==> src/rtl/pic_ctrl_pkg.sv <==
// Shared encodings for the PIC16C57 control unit: sequencer states, decoded strobe
// bundle, opcode match/mask pairs and the special file-register addresses.
package pic_ctrl_pkg;

  localparam int INSTR_W = 12;
  localparam logic [4:0] PCL_ADDR   = 5'h02;
  localparam logic [4:0] TRISA_ADDR = 5'h05;
  localparam logic [4:0] TRISB_ADDR = 5'h06;
  localparam logic [4:0] TRISC_ADDR = 5'h07;

  typedef enum logic [2:0] {
    S_RST, S_PRIME, S_EXEC, S_FLUSH, S_SLEEP
  } state_t;

  typedef struct packed {
    logic load_pc_lit, load_stk1_to_pc, pch8_sel;
    logic load_from_pc, load_from_stk1, load_from_stk2;
    logic load_w, write, en_addr;
    logic load_c, load_z, load_dc;
    logic load_trisa, load_trisb, load_trisc, load_option;
    logic load_to, load_pd, set_to, set_pd, clr_wdt;
  } strobe_t;

  // Instruction class bits that steer the sequencer rather than the datapath.
  typedef struct packed {
    logic branch, skip, sleep, pcl_wr;
  } cls_t;

  localparam logic [INSTR_W-1:0] MSK_FOP   = 12'hFC0;
  localparam logic [INSTR_W-1:0] OP_CLR    = 12'h040;
  localparam logic [INSTR_W-1:0] OP_SUBWF  = 12'h080;
  localparam logic [INSTR_W-1:0] OP_DECF   = 12'h0C0;
  localparam logic [INSTR_W-1:0] OP_IORWF  = 12'h100;
  localparam logic [INSTR_W-1:0] OP_ANDWF  = 12'h140;
  localparam logic [INSTR_W-1:0] OP_XORWF  = 12'h180;
  localparam logic [INSTR_W-1:0] OP_ADDWF  = 12'h1C0;
  localparam logic [INSTR_W-1:0] OP_MOVF   = 12'h200;
  localparam logic [INSTR_W-1:0] OP_COMF   = 12'h240;
  localparam logic [INSTR_W-1:0] OP_INCF   = 12'h280;
  localparam logic [INSTR_W-1:0] OP_DECFSZ = 12'h2C0;
  localparam logic [INSTR_W-1:0] OP_RRF    = 12'h300;
  localparam logic [INSTR_W-1:0] OP_RLF    = 12'h340;
  localparam logic [INSTR_W-1:0] OP_SWAPF  = 12'h380;
  localparam logic [INSTR_W-1:0] OP_INCFSZ = 12'h3C0;

  localparam logic [INSTR_W-1:0] MSK_MOVWF = 12'hFE0;
  localparam logic [INSTR_W-1:0] OP_MOVWF  = 12'h020;

  localparam logic [INSTR_W-1:0] MSK_HI4   = 12'hF00;
  localparam logic [INSTR_W-1:0] OP_BCF    = 12'h400;
  localparam logic [INSTR_W-1:0] OP_BSF    = 12'h500;
  localparam logic [INSTR_W-1:0] OP_BTFSC  = 12'h600;
  localparam logic [INSTR_W-1:0] OP_BTFSS  = 12'h700;
  localparam logic [INSTR_W-1:0] OP_RETLW  = 12'h800;
  localparam logic [INSTR_W-1:0] OP_CALL   = 12'h900;
  localparam logic [INSTR_W-1:0] OP_MOVLW  = 12'hC00;
  localparam logic [INSTR_W-1:0] OP_IORLW  = 12'hD00;
  localparam logic [INSTR_W-1:0] OP_ANDLW  = 12'hE00;
  localparam logic [INSTR_W-1:0] OP_XORLW  = 12'hF00;

  localparam logic [INSTR_W-1:0] MSK_GOTO  = 12'hE00;
  localparam logic [INSTR_W-1:0] OP_GOTO   = 12'hA00;

  localparam logic [INSTR_W-1:0] MSK_FULL  = 12'hFFF;
  localparam logic [INSTR_W-1:0] OP_OPTION = 12'h002;
  localparam logic [INSTR_W-1:0] OP_SLEEP  = 12'h003;
  localparam logic [INSTR_W-1:0] OP_CLRWDT = 12'h004;
  localparam logic [INSTR_W-1:0] MSK_TRIS  = 12'hFE0;
  localparam logic [INSTR_W-1:0] OP_TRIS   = 12'h000;

  function automatic logic is_op(input logic [INSTR_W-1:0] ins,
                                 input logic [INSTR_W-1:0] match,
                                 input logic [INSTR_W-1:0] mask);
    return (ins & mask) == match;
  endfunction

endpackage

==> src/rtl/pic_decode.sv <==
// Pure combinational opcode decoder: instruction word -> datapath strobes plus
// the branch/skip/sleep/PCL-write class bits consumed by the sequencer.
module pic_decode
  import pic_ctrl_pkg::*;
(
  input  logic [INSTR_W-1:0] instr_i,
  output strobe_t            strobe_o,
  output cls_t               cls_o
);

  logic       d;
  logic [4:0] f;
  logic       clr_op, alu_op, z_op, c_op, dc_op;

  always_comb begin
    // NOTE: every output gets a default before any branch so no latch is inferred.
    strobe_o = '0;
    cls_o    = '0;
    d        = instr_i[5];
    f        = instr_i[4:0];

    // CLRW exists only as 0x040; other d=0 encodings in that row are undefined.
    clr_op = is_op(instr_i, OP_CLR, MSK_FOP) && (d || f == 5'd0);
    z_op   = is_op(instr_i, OP_ADDWF, MSK_FOP) || is_op(instr_i, OP_SUBWF, MSK_FOP) ||
             is_op(instr_i, OP_ANDWF, MSK_FOP) || is_op(instr_i, OP_IORWF, MSK_FOP) ||
             is_op(instr_i, OP_XORWF, MSK_FOP) || is_op(instr_i, OP_COMF,  MSK_FOP) ||
             is_op(instr_i, OP_INCF,  MSK_FOP) || is_op(instr_i, OP_DECF,  MSK_FOP) ||
             is_op(instr_i, OP_MOVF,  MSK_FOP) || clr_op;
    c_op   = is_op(instr_i, OP_ADDWF, MSK_FOP) || is_op(instr_i, OP_SUBWF, MSK_FOP) ||
             is_op(instr_i, OP_RRF,   MSK_FOP) || is_op(instr_i, OP_RLF,   MSK_FOP);
    dc_op  = is_op(instr_i, OP_ADDWF, MSK_FOP) || is_op(instr_i, OP_SUBWF, MSK_FOP);
    alu_op = z_op || c_op || is_op(instr_i, OP_SWAPF,  MSK_FOP) ||
             is_op(instr_i, OP_DECFSZ, MSK_FOP) || is_op(instr_i, OP_INCFSZ, MSK_FOP);

    if (alu_op) begin
      strobe_o.load_w  = !d;
      strobe_o.write   = d;
      strobe_o.en_addr = d;
      strobe_o.load_z  = z_op;
      strobe_o.load_c  = c_op;
      strobe_o.load_dc = dc_op;
      cls_o.pcl_wr     = d && (f == PCL_ADDR);
    end

    if (is_op(instr_i, OP_MOVWF, MSK_MOVWF)) begin
      strobe_o.write = 1'b1;
      cls_o.pcl_wr   = (f == PCL_ADDR);
    end

    if (is_op(instr_i, OP_BCF, MSK_HI4) || is_op(instr_i, OP_BSF, MSK_HI4))
      strobe_o.write = 1'b1;

    cls_o.skip = is_op(instr_i, OP_DECFSZ, MSK_FOP) || is_op(instr_i, OP_INCFSZ, MSK_FOP) ||
                 is_op(instr_i, OP_BTFSC,  MSK_HI4) || is_op(instr_i, OP_BTFSS,  MSK_HI4);

    if (is_op(instr_i, OP_MOVLW, MSK_HI4))
      strobe_o.load_w = 1'b1;
    if (is_op(instr_i, OP_IORLW, MSK_HI4) || is_op(instr_i, OP_ANDLW, MSK_HI4) ||
        is_op(instr_i, OP_XORLW, MSK_HI4)) begin
      strobe_o.load_w = 1'b1;
      strobe_o.load_z = 1'b1;
    end

    if (is_op(instr_i, OP_GOTO, MSK_GOTO)) begin
      strobe_o.load_pc_lit = 1'b1;
      cls_o.branch         = 1'b1;
    end
    // A push shifts the two-level stack: stk2 <= stk1, stk1 <= PC.
    if (is_op(instr_i, OP_CALL, MSK_HI4)) begin
      strobe_o.load_from_pc   = 1'b1;
      strobe_o.load_from_stk1 = 1'b1;
      strobe_o.load_pc_lit    = 1'b1;
      strobe_o.pch8_sel       = 1'b1;
      cls_o.branch            = 1'b1;
    end
    if (is_op(instr_i, OP_RETLW, MSK_HI4)) begin
      strobe_o.load_w          = 1'b1;
      strobe_o.load_stk1_to_pc = 1'b1;
      strobe_o.load_from_stk2  = 1'b1;
      cls_o.branch             = 1'b1;
    end

    if (is_op(instr_i, OP_OPTION, MSK_FULL))
      strobe_o.load_option = 1'b1;
    if (is_op(instr_i, OP_TRIS, MSK_TRIS)) begin
      strobe_o.load_trisa = (f == TRISA_ADDR);
      strobe_o.load_trisb = (f == TRISB_ADDR);
      strobe_o.load_trisc = (f == TRISC_ADDR);
    end
    if (is_op(instr_i, OP_CLRWDT, MSK_FULL)) begin
      strobe_o.clr_wdt = 1'b1;
      strobe_o.load_to = 1'b1;
      strobe_o.load_pd = 1'b1;
      strobe_o.set_to  = 1'b1;
      strobe_o.set_pd  = 1'b1;
    end
    if (is_op(instr_i, OP_SLEEP, MSK_FULL)) begin
      strobe_o.clr_wdt = 1'b1;
      strobe_o.load_to = 1'b1;
      strobe_o.set_to  = 1'b1;
      strobe_o.load_pd = 1'b1;
      cls_o.sleep      = 1'b1;
    end
  end

endmodule

==> src/rtl/pic_control_unit.sv <==
// Instruction-cycle sequencer for the PIC16C57 core: overlaps fetch and execute and
// inserts one flush cycle after branches, taken skips and writes to PCL.
module pic_control_unit
  import pic_ctrl_pkg::*;
(
  input  logic               clk,
  input  logic               rst_n,
  input  logic               POR,
  input  logic [INSTR_W-1:0] instr,
  input  logic               test,
  output logic               load_ins,
  output logic               sel_code,
  output logic               Inc_PC,
  output logic               load_PC_from_Literal,
  output logic               load_stk1_to_PC,
  output logic               PCH8_mux_sel,
  output logic               load_from_PC,
  output logic               load_from_stk1,
  output logic               load_from_stk2,
  output logic               load_W,
  output logic               write,
  output logic               en_addr,
  output logic               load_C,
  output logic               load_Z,
  output logic               load_DC,
  output logic               load_TRISA,
  output logic               load_TRISB,
  output logic               load_TRISC,
  output logic               load_OPTION,
  output logic               load_TO,
  output logic               load_PD,
  output logic               set_TO,
  output logic               set_PD,
  output logic               clr_wdt
);

  state_t  state_q, state_d;
  strobe_t dec;
  strobe_t strb;
  cls_t    cls;

  pic_decode u_decode (
    .instr_i  (instr),
    .strobe_o (dec),
    .cls_o    (cls)
  );

  // NOTE: sequential state uses non-blocking assignment so all flops update together.
  always_ff @(posedge clk or negedge rst_n) begin
    if (!rst_n) state_q <= S_RST;
    else        state_q <= state_d;
  end

  always_comb begin
    state_d = state_q;
    case (state_q)
      S_RST:   if (!POR) state_d = S_PRIME;
      S_PRIME: state_d = S_EXEC;
      S_EXEC: begin
        if (cls.sleep)                                     state_d = S_SLEEP;
        else if (cls.branch || cls.pcl_wr || (cls.skip && test)) state_d = S_FLUSH;
      end
      S_FLUSH: state_d = S_EXEC;
      S_SLEEP: state_d = S_SLEEP;
      default: state_d = S_RST;
    endcase
  end

  // Only S_EXEC lets decoded strobes through; the flushed IR content is discarded.
  always_comb begin
    strb     = '0;
    sel_code = 1'b0;
    load_ins = 1'b0;
    Inc_PC   = 1'b0;
    case (state_q)
      S_RST: sel_code = 1'b1;
      S_PRIME, S_FLUSH: begin
        load_ins = 1'b1;
        Inc_PC   = 1'b1;
      end
      S_EXEC: begin
        load_ins = 1'b1;
        Inc_PC   = !cls.branch;
        strb     = dec;
      end
      default: ;
    endcase
  end

  assign load_PC_from_Literal = strb.load_pc_lit;
  assign load_stk1_to_PC      = strb.load_stk1_to_pc;
  assign PCH8_mux_sel         = strb.pch8_sel;
  assign load_from_PC         = strb.load_from_pc;
  assign load_from_stk1       = strb.load_from_stk1;
  assign load_from_stk2       = strb.load_from_stk2;
  assign load_W               = strb.load_w;
  assign write                = strb.write;
  assign en_addr              = strb.en_addr;
  assign load_C               = strb.load_c;
  assign load_Z               = strb.load_z;
  assign load_DC              = strb.load_dc;
  assign load_TRISA           = strb.load_trisa;
  assign load_TRISB           = strb.load_trisb;
  assign load_TRISC           = strb.load_trisc;
  assign load_OPTION          = strb.load_option;
  assign load_TO              = strb.load_to;
  assign load_PD              = strb.load_pd;
  assign set_TO               = strb.set_to;
  assign set_PD               = strb.set_pd;
  assign clr_wdt              = strb.clr_wdt;

endmodule

==> config.mk <==
export PLATFORM = sky130hd
export DESIGN_NAME = pic_control_unit
export DESIGN_NICKNAME = d
export VERILOG_FILES = /design/src/rtl/pic_ctrl_pkg.sv /design/src/rtl/pic_decode.sv /design/src/rtl/pic_control_unit.sv
export SDC_FILE = /design/constraint.sdc
export NUM_CORES = 1
export LEC_CHECK = 0
export BUFFER_PORTS_ARGS = -buffer_cell sky130_fd_sc_hd__buf_2
export CORE_ASPECT_RATIO = 1.1
export CORE_MARGIN = 4
export CORE_UTILIZATION = 39
export DETAILED_ROUTE_END_ITERATION = 10
export PLACE_DENSITY = 0.76
export SLEW_MARGIN = 40
export SYNTH_ARGS = -nofsm -noshare
export SYNTH_HDL_FRONTEND = slang
export SYNTH_SLANG_ARGS = --single-unit
==> constraint.sdc <==
create_clock -name clk -period 2.1 [get_ports clk]
set_input_delay 0.105 -clock clk [delete_from_list [all_inputs] [get_ports clk]]
set_output_delay 0.105 -clock clk [all_outputs]
set_load 0.01 [all_outputs]
==> run metrics, run 1 <==
layout cells sized above 1=0.444; register bit count reported by yosys=3; worst setup margin=about 0.078 ns; worst hold-check path type=in2reg; Ports=40; sequential share of power=0.260; CTS Root Cell=clkbuf_4; Hold Path Cell Cnt=4; vias in the first global route=638; wire per inst=11.5 um; Antenna Diode Count=0; post-route ant nets=0; Max Clk Rate=a little under 0.5 GHz; core box area=around 1400 sq um; Post-DP HPWL=between 1 and 1.5 mm; async set-reset flop share out of synthesis=1.00; CP delay by family, top=simple AND/OR/NAND/NOR gates; logic gate share of total power=0.309; synth top area cells=dfrtp_1 (13%), nor2_1 (11%), buf_4 (7.7%); clock share of power=0.431; CP bufs+invs=1; Slew Viols, Final=0; Clk Latency, worst-skew pair=~0.22 ns; pre-CTS setup slack=~0.23 ns; clk sinks=3; first-pass GRT wire length=roughly 2.6 mm; Layout Nets=143; largest net degree at the start of global routing=11; antenna violations before repair=0; final worst-path cycle share=0.963; endpoint class of the critical path=primary output; drc violations=0; Hold Vio Cnt, Final=0; minimum clock period=approximately 2.0 ns; area leader, netlist=dfrtp_1; clk buf depth=2; Slew headroom=0.749; yosys warns=0; Net Sw Power=between 0.06 and 0.07 mW; Critical Path RT=roughly 2.0 ns; R2R cell count=4; FILL cells=157; Max Clock Skew=~0.00043 ns; crit path launch type=flop; fin cells=142; number of max-cap violations=0; die height=around 49 um; DP Cell Count=136; critical path peak fanout=5; CTS clk-pin slew, worst paths=0.03 ns; ys flop type=dfrtp_1; die area=between 2000 and 2500 sq um; register area share after synthesis=0.128; num rows=14; peak supply drop=around 0.4 mV; Pleak=slightly below 0.4 nW; vias per cell=roughly 5.2; slowest cell on the critical path=dfrtp_1; initial DRC count=12; WS Path Type=reg2out; global route total overflow=0; max reg flops=3; delay of the slowest critical-path stage=between 0.4 and 0.5 ns; Netlist Area Pre-Place=between 500 and 600 sq um; Area growth syn-to-layout=39.0%; critical-path cell list=or3b_4, or3_4, nor4_4, buf_2; drt pass-1 iters=4; PD cells=274 nW/um^2; GPL Wtd Cong=between 0.8 and 0.9; Netlist cell types=32; Via Count=between 700 and 800; WL final=1.63 mm; Finish-stage setup viols=0; Die Wd=roughly 45 um; Critical Path Stages=4; P_int=~0.16 mW; post-synth top area share=0.128; total track usage=0.153; I/O Buffers=39; CTS tree=built; largest registers=state_q (3); WP data arrival=1.92 ns; Least-Margin Pin Slew=approximately 0.37 ns; Initial Util=0.419; RSZ-0062 raised after global routing=yes; TritonCTS buffer count=3; post-route cell area=816 sq um; Switching Fraction=0.301; syn avg cell area=6.59 sq um; run status=completed; placed cell area=744 sq um; post-synthesis cell count=89; Top reg by flops=state_q; Pwr Total=about 0.22 mW; Post-synth EDFFs=0; CTS H-tree depth=1; syn nets=about 110
-- final cells by class --
| type | count | area (sq um) | share of cell area |
|---|---|---|---|
| Clock buffer | 4 | 26.3 | 0.0322 |
| Multi-Input combinational cell | 73 | 458 | 0.561 |
| Tap cell | 16 | 20.0 | 0.0245 |
| Inverter | 4 | 15.0 | 0.0184 |
| Timing Repair Buffer | 42 | 220 | 0.270 |
| Sequential cell | 3 | 76.3 | 0.0936 |
-- power by group through the flow --
stage | clock, mW | sequential, mW | combinational [mW]
finish | 0.0966 | 0.0582 | 0.0692
global route | 0.112 | 0.0581 | 0.0777
CTS | 0.101 | 0.0582 | 0.0685
detailed placement | 0 | 0.0589 | 0.0654
global placement | 0 | 0.0589 | 0.0645
floorplan | 0 | 0.0589 | 0.0368
-- synthesized netlist by cell type (all sizes together) (2+ instances only) --
library cell  number
a2111oi            2
a211oi             2
a21oi              7
buf                8
dfrtp              3
inv                4
nand2              5
nand2b             4
nand3              3
nor2              17
nor3               8
nor3b              2
nor4               3
o21ai              2
o31ai              2
or2                3
or3                3
-- per-layer routing --
| metal | track usage | vias to the layer above | share of wire |
|---|---|---|---|
| met3 | 0.0370 | 0 | 0.064 |
| met1 | 0.196 | 320 | 0.44 |
| met2 | 0.241 | 19 | 0.50 |
| met5 | 0 | - | 0 |
| met4 | 0.0585 | 0 | 0 |
| li1 | - | 393 | - |
-- layout by cell type (no fill, tap or decap), drive strengths merged, types with 2 or more instances in the layout --
master	netlist	layout
nor3b	2	2
inv	4	4
nand2	5	5
nor2	17	17
buf	8	41
nor4	3	3
or2	3	3
a21oi	7	7
a2111oi	2	2
or3	3	3
dfrtp	3	3
o31ai	2	2
a211oi	2	2
clkbuf	1	4
nand3	3	3
nand2b	4	4
nor3	8	8
o21ai	2	2
-- cells by family (layout without fill, tap and decap cells) --
group	after synthesis	count (layout)	synth area share
buffers and inverters	13	50	0.136
AOI/OAI and AO/OA	19	19	0.211
and+or+nand+nor	52	52	0.490
xor gates and xnor gates	1	1	0.0149
DFF	3	3	0.128
muxes	1	1	0.0192
-- path summary, 6_finish.rpt --
check | slack (ns) | to | from
worst max register to register | 0.60 | state_q[0] | state_q[2]
worst min register to register | 0.54 | state_q[0] | state_q[1]
min in group asynchronous | 0.24 | state_q[0] | rst_n
worst max-delay path | 0.08 | load_TO | state_q[2]
worst min-delay path | 0.22 | state_q[0] | POR
max in group asynchronous | 1.74 | state_q[1] | rst_n
-- worst reg2reg max path: stages, from the launching register on --
cell	delay, ns
dfrtp_1	0.41
or3b_4	0.41
buf_4	0.18
nor4_1	0.28
a211oi_1	0.09
-- per-stage QoR --
stage	hold WS [ns]	util	TNS, ns
after global placement	-0.0980	0.531	0
final	0.218	0.582	0
after detailed placement	-0.0993	0.531	0
after global routing	0.225	0.582	-0.136
after floorplan	-0.191	-	0
after CTS	0.196	0.567	0
-- timing repair --
item,4_1_cts,5_1_grt
setup endpoints to repair,7,11
gates cloned,0,0
setup buffers,0,1
endpoints found under the hold margin,3,0
pin swaps,0,3
hold buffers,1,0
gates resized for setup,2,4
No activity file was read; power rests on OpenSTA's default activity.
==> run 2, diff against run 1 <==
--- a/config.mk
+++ b/config.mk
@@ -5,12 +5,13 @@
 export SDC_FILE = /design/constraint.sdc
 export NUM_CORES = 1
 export LEC_CHECK = 0
-export BUFFER_PORTS_ARGS = -buffer_cell sky130_fd_sc_hd__buf_2
+export BUFFER_PORTS_ARGS = -buffer_cell sky130_fd_sc_hd__buf_4
 export CORE_ASPECT_RATIO = 1.1
 export CORE_MARGIN = 4
 export CORE_UTILIZATION = 39
 export DETAILED_ROUTE_END_ITERATION = 10
 export PLACE_DENSITY = 0.76
+export SETUP_SLACK_MARGIN = 0.5
 export SLEW_MARGIN = 40
 export SYNTH_ARGS = -nofsm -noshare
 export SYNTH_HDL_FRONTEND = slang
==> run 2 against run 1 <==
Against the previous run:
- design area grew 22%
- count of clock-buffer cells in the layout unchanged
- worst setup slack better by 0.090 ns
- sequential power is essentially flat
==> run metrics, run 2 (synthesis gave the netlist of run 1 again) <==
sequential share of power=0.233 (-0.027); Post-DP HPWL=1.46 mm (+12%); PD cells=250 nW/um^2 (-8.8%); Die Wd=45.0 um (unchanged); WS Path Type=reg2out; largest net degree at the start of global routing=11 (unchanged); crit path launch type=flop; die area=2190 sq um (unchanged); number of max-cap violations=0 (unchanged); Max Clock Skew=0.00120 ns (+0.000768 ns); run status=completed; vias per cell=5.66 (+9.7%); WP data arrival=1.83 ns (-0.09 ns); Finish-stage setup viols=0 (unchanged); commonest cells after routing, fill and taps aside=buf_4 (44), nor2_1 (16), a21oi_1 (6), nand2_1 (5); worst hold-check path type=in2async; Ports=40 (unchanged); peak supply drop=0.323 mV (-19%); Pwr Total=0.249 mW (+11%); CTS H-tree depth=1 (unchanged); Layout Nets=146 (+2.1%); P_int=0.166 mW (+6.3%); RSZ-0062 raised after global routing=yes; Via Count=820 (+12%); Setup TNS Final=0 ns (unchanged); Slew headroom=0.742 (-0.00667); post-route ant nets=0 (unchanged); I/O Buffers=39 (unchanged); CTS Root Cell=clkbuf_4; CTS clk-pin slew, worst paths=0.04 ns (about the same); Switching Fraction=0.333 (+0.0313); drc violations=0 (unchanged); most common cell after layout, fill and taps aside=buf_4; max reg flops=3 (unchanged); TritonCTS buffer count=3 (unchanged); Clk Latency, worst-skew pair=0.24 ns (+0.02 ns); GPL Wtd Cong=0.821 (-6.0%); core box area=1400 sq um (unchanged); Top reg by flops=state_q; endpoint class of the critical path=primary output; vias in the first global route=712 (+12%); die height=48.7 um (unchanged); wire per inst=13.2 um (+15%); Max Clk Rate=0.517 GHz (+4.6%); layout cells sized above 1=0.512 (+0.0672); initial DRC count=15 (+3); final worst-path cycle share=0.920 (-0.0426); minimum clock period=1.93 ns (-0.0895 ns); clock share of power=0.424 (-0.007); largest registers=state_q (3); Least-Margin Pin Slew=0.377 ns (+0.00975 ns); clk buf depth=2 (unchanged); Critical Path RT=2.00 ns (about the same); first-pass GRT wire length=3.10 mm (+17%); total track usage=0.188 (+0.0343); global route total overflow=0 (unchanged); clk sinks=3 (unchanged); critical path peak fanout=10 (+5); Slew Viols, Final=0 (unchanged); Initial Util=0.419 (unchanged); drt pass-1 iters=4 (unchanged); Net Sw Power=0.0828 mW (+23%); antenna violations before repair=0 (unchanged); Area growth syn-to-layout=69.5%; num rows=14 (unchanged); Hold Vio Cnt, Final=0 (unchanged); Pleak=0.445 nW (+12%); Antenna Diode Count=0 (unchanged); logic gate share of total power=0.343 (+0.034); CTS tree=built; WL final=1.91 mm (+17%)
-- run 2: changes by cell type in the layout (fill, tap and decap cells not counted), sizes merged --
| cell | change |
|---|---|
| buf | +3 |
-- run 2: routing by layer --
| metal | up-vias | global-route usage | routed length, um |
|---|---|---|---|
| li1 | 395 | - | - |
| met1 | 384 | 0.208 | 712 |
| met3 | 5 | 0.0519 | 167 |
| met4 | 0 | 0.122 | 46 |
| met2 | 36 | 0.300 | 986 |
| met5 | - | 0 | 0 |
-- run 2: critical path, stage by stage (launching register included) --
cell and delay [ns]:
dfrtp_1 0.39, or3b_1 0.37, buf_4 0.20, or2_4 0.27, nor3b_4 0.21, buf_4 0.15
-- run 2: area by class of cell --
cell class	instances	area, sq um
multi-input combinational	73	518
fill	121	407
timing repair buffer	45	340
sequential	3	75.1
clock buffer	4	26.3
tap	16	20.0
inverter	4	15.0
-- run 2: worst paths after layout --
| kind | start | endpoint | slack (ns) | cells after the start |
|---|---|---|---|---|
| max reg2reg | state_q[2] | state_q[0] | 0.60 | 4 |
| max in group asynchronous | rst_n | state_q[2] | 1.82 | 2 |
| min in group clk | POR | state_q[0] | 0.21 | 4 |
| max | state_q[2] | load_from_PC | 0.17 | 5 |
| min reg2reg | state_q[1] | state_q[0] | 0.60 | 2 |
| min | rst_n | state_q[1] | 0.18 | 2 |
-- run 2: metrics by stage --
stage | hold WS (ns) | cells | setup WS (ns) | cell area, sq um | util
floorplan | -0.191 | 89 | 0.291 | 627 | -
global placement | -0.106 | 136 | 0.274 | 882 | 0.629
detailed placement | -0.104 | 136 | 0.248 | 882 | 0.629
CTS | 0.176 | 145 | 0.156 | 995 | 0.710
global route | 0.173 | 145 | 0.0753 | 995 | 0.710
finish | 0.184 | 145 | 0.167 | 995 | 0.710
-- run 2: what timing repair did --
| item | 4_1_cts | 5_1_grt |
|---|---|---|
| resized for setup | 10 | 0 |
| endpoints found under the setup margin | 21 | 22 |
| endpoints found under the hold margin | 3 | 0 |
| pin swaps | 2 | 1 |
| buffers inserted | 4 | 0 |
| hold buffers | 1 | 0 |
-- run 2: power groups by stage --
stage               clock, mW  combinational, mW  sequential (mW)
floorplan                   0             0.0392           0.0589
global placement            0             0.0769           0.0589
detailed placement          0             0.0779           0.0589
CTS                     0.112             0.0844           0.0581
global route            0.123             0.0937           0.0580
finish                  0.106             0.0854           0.0581
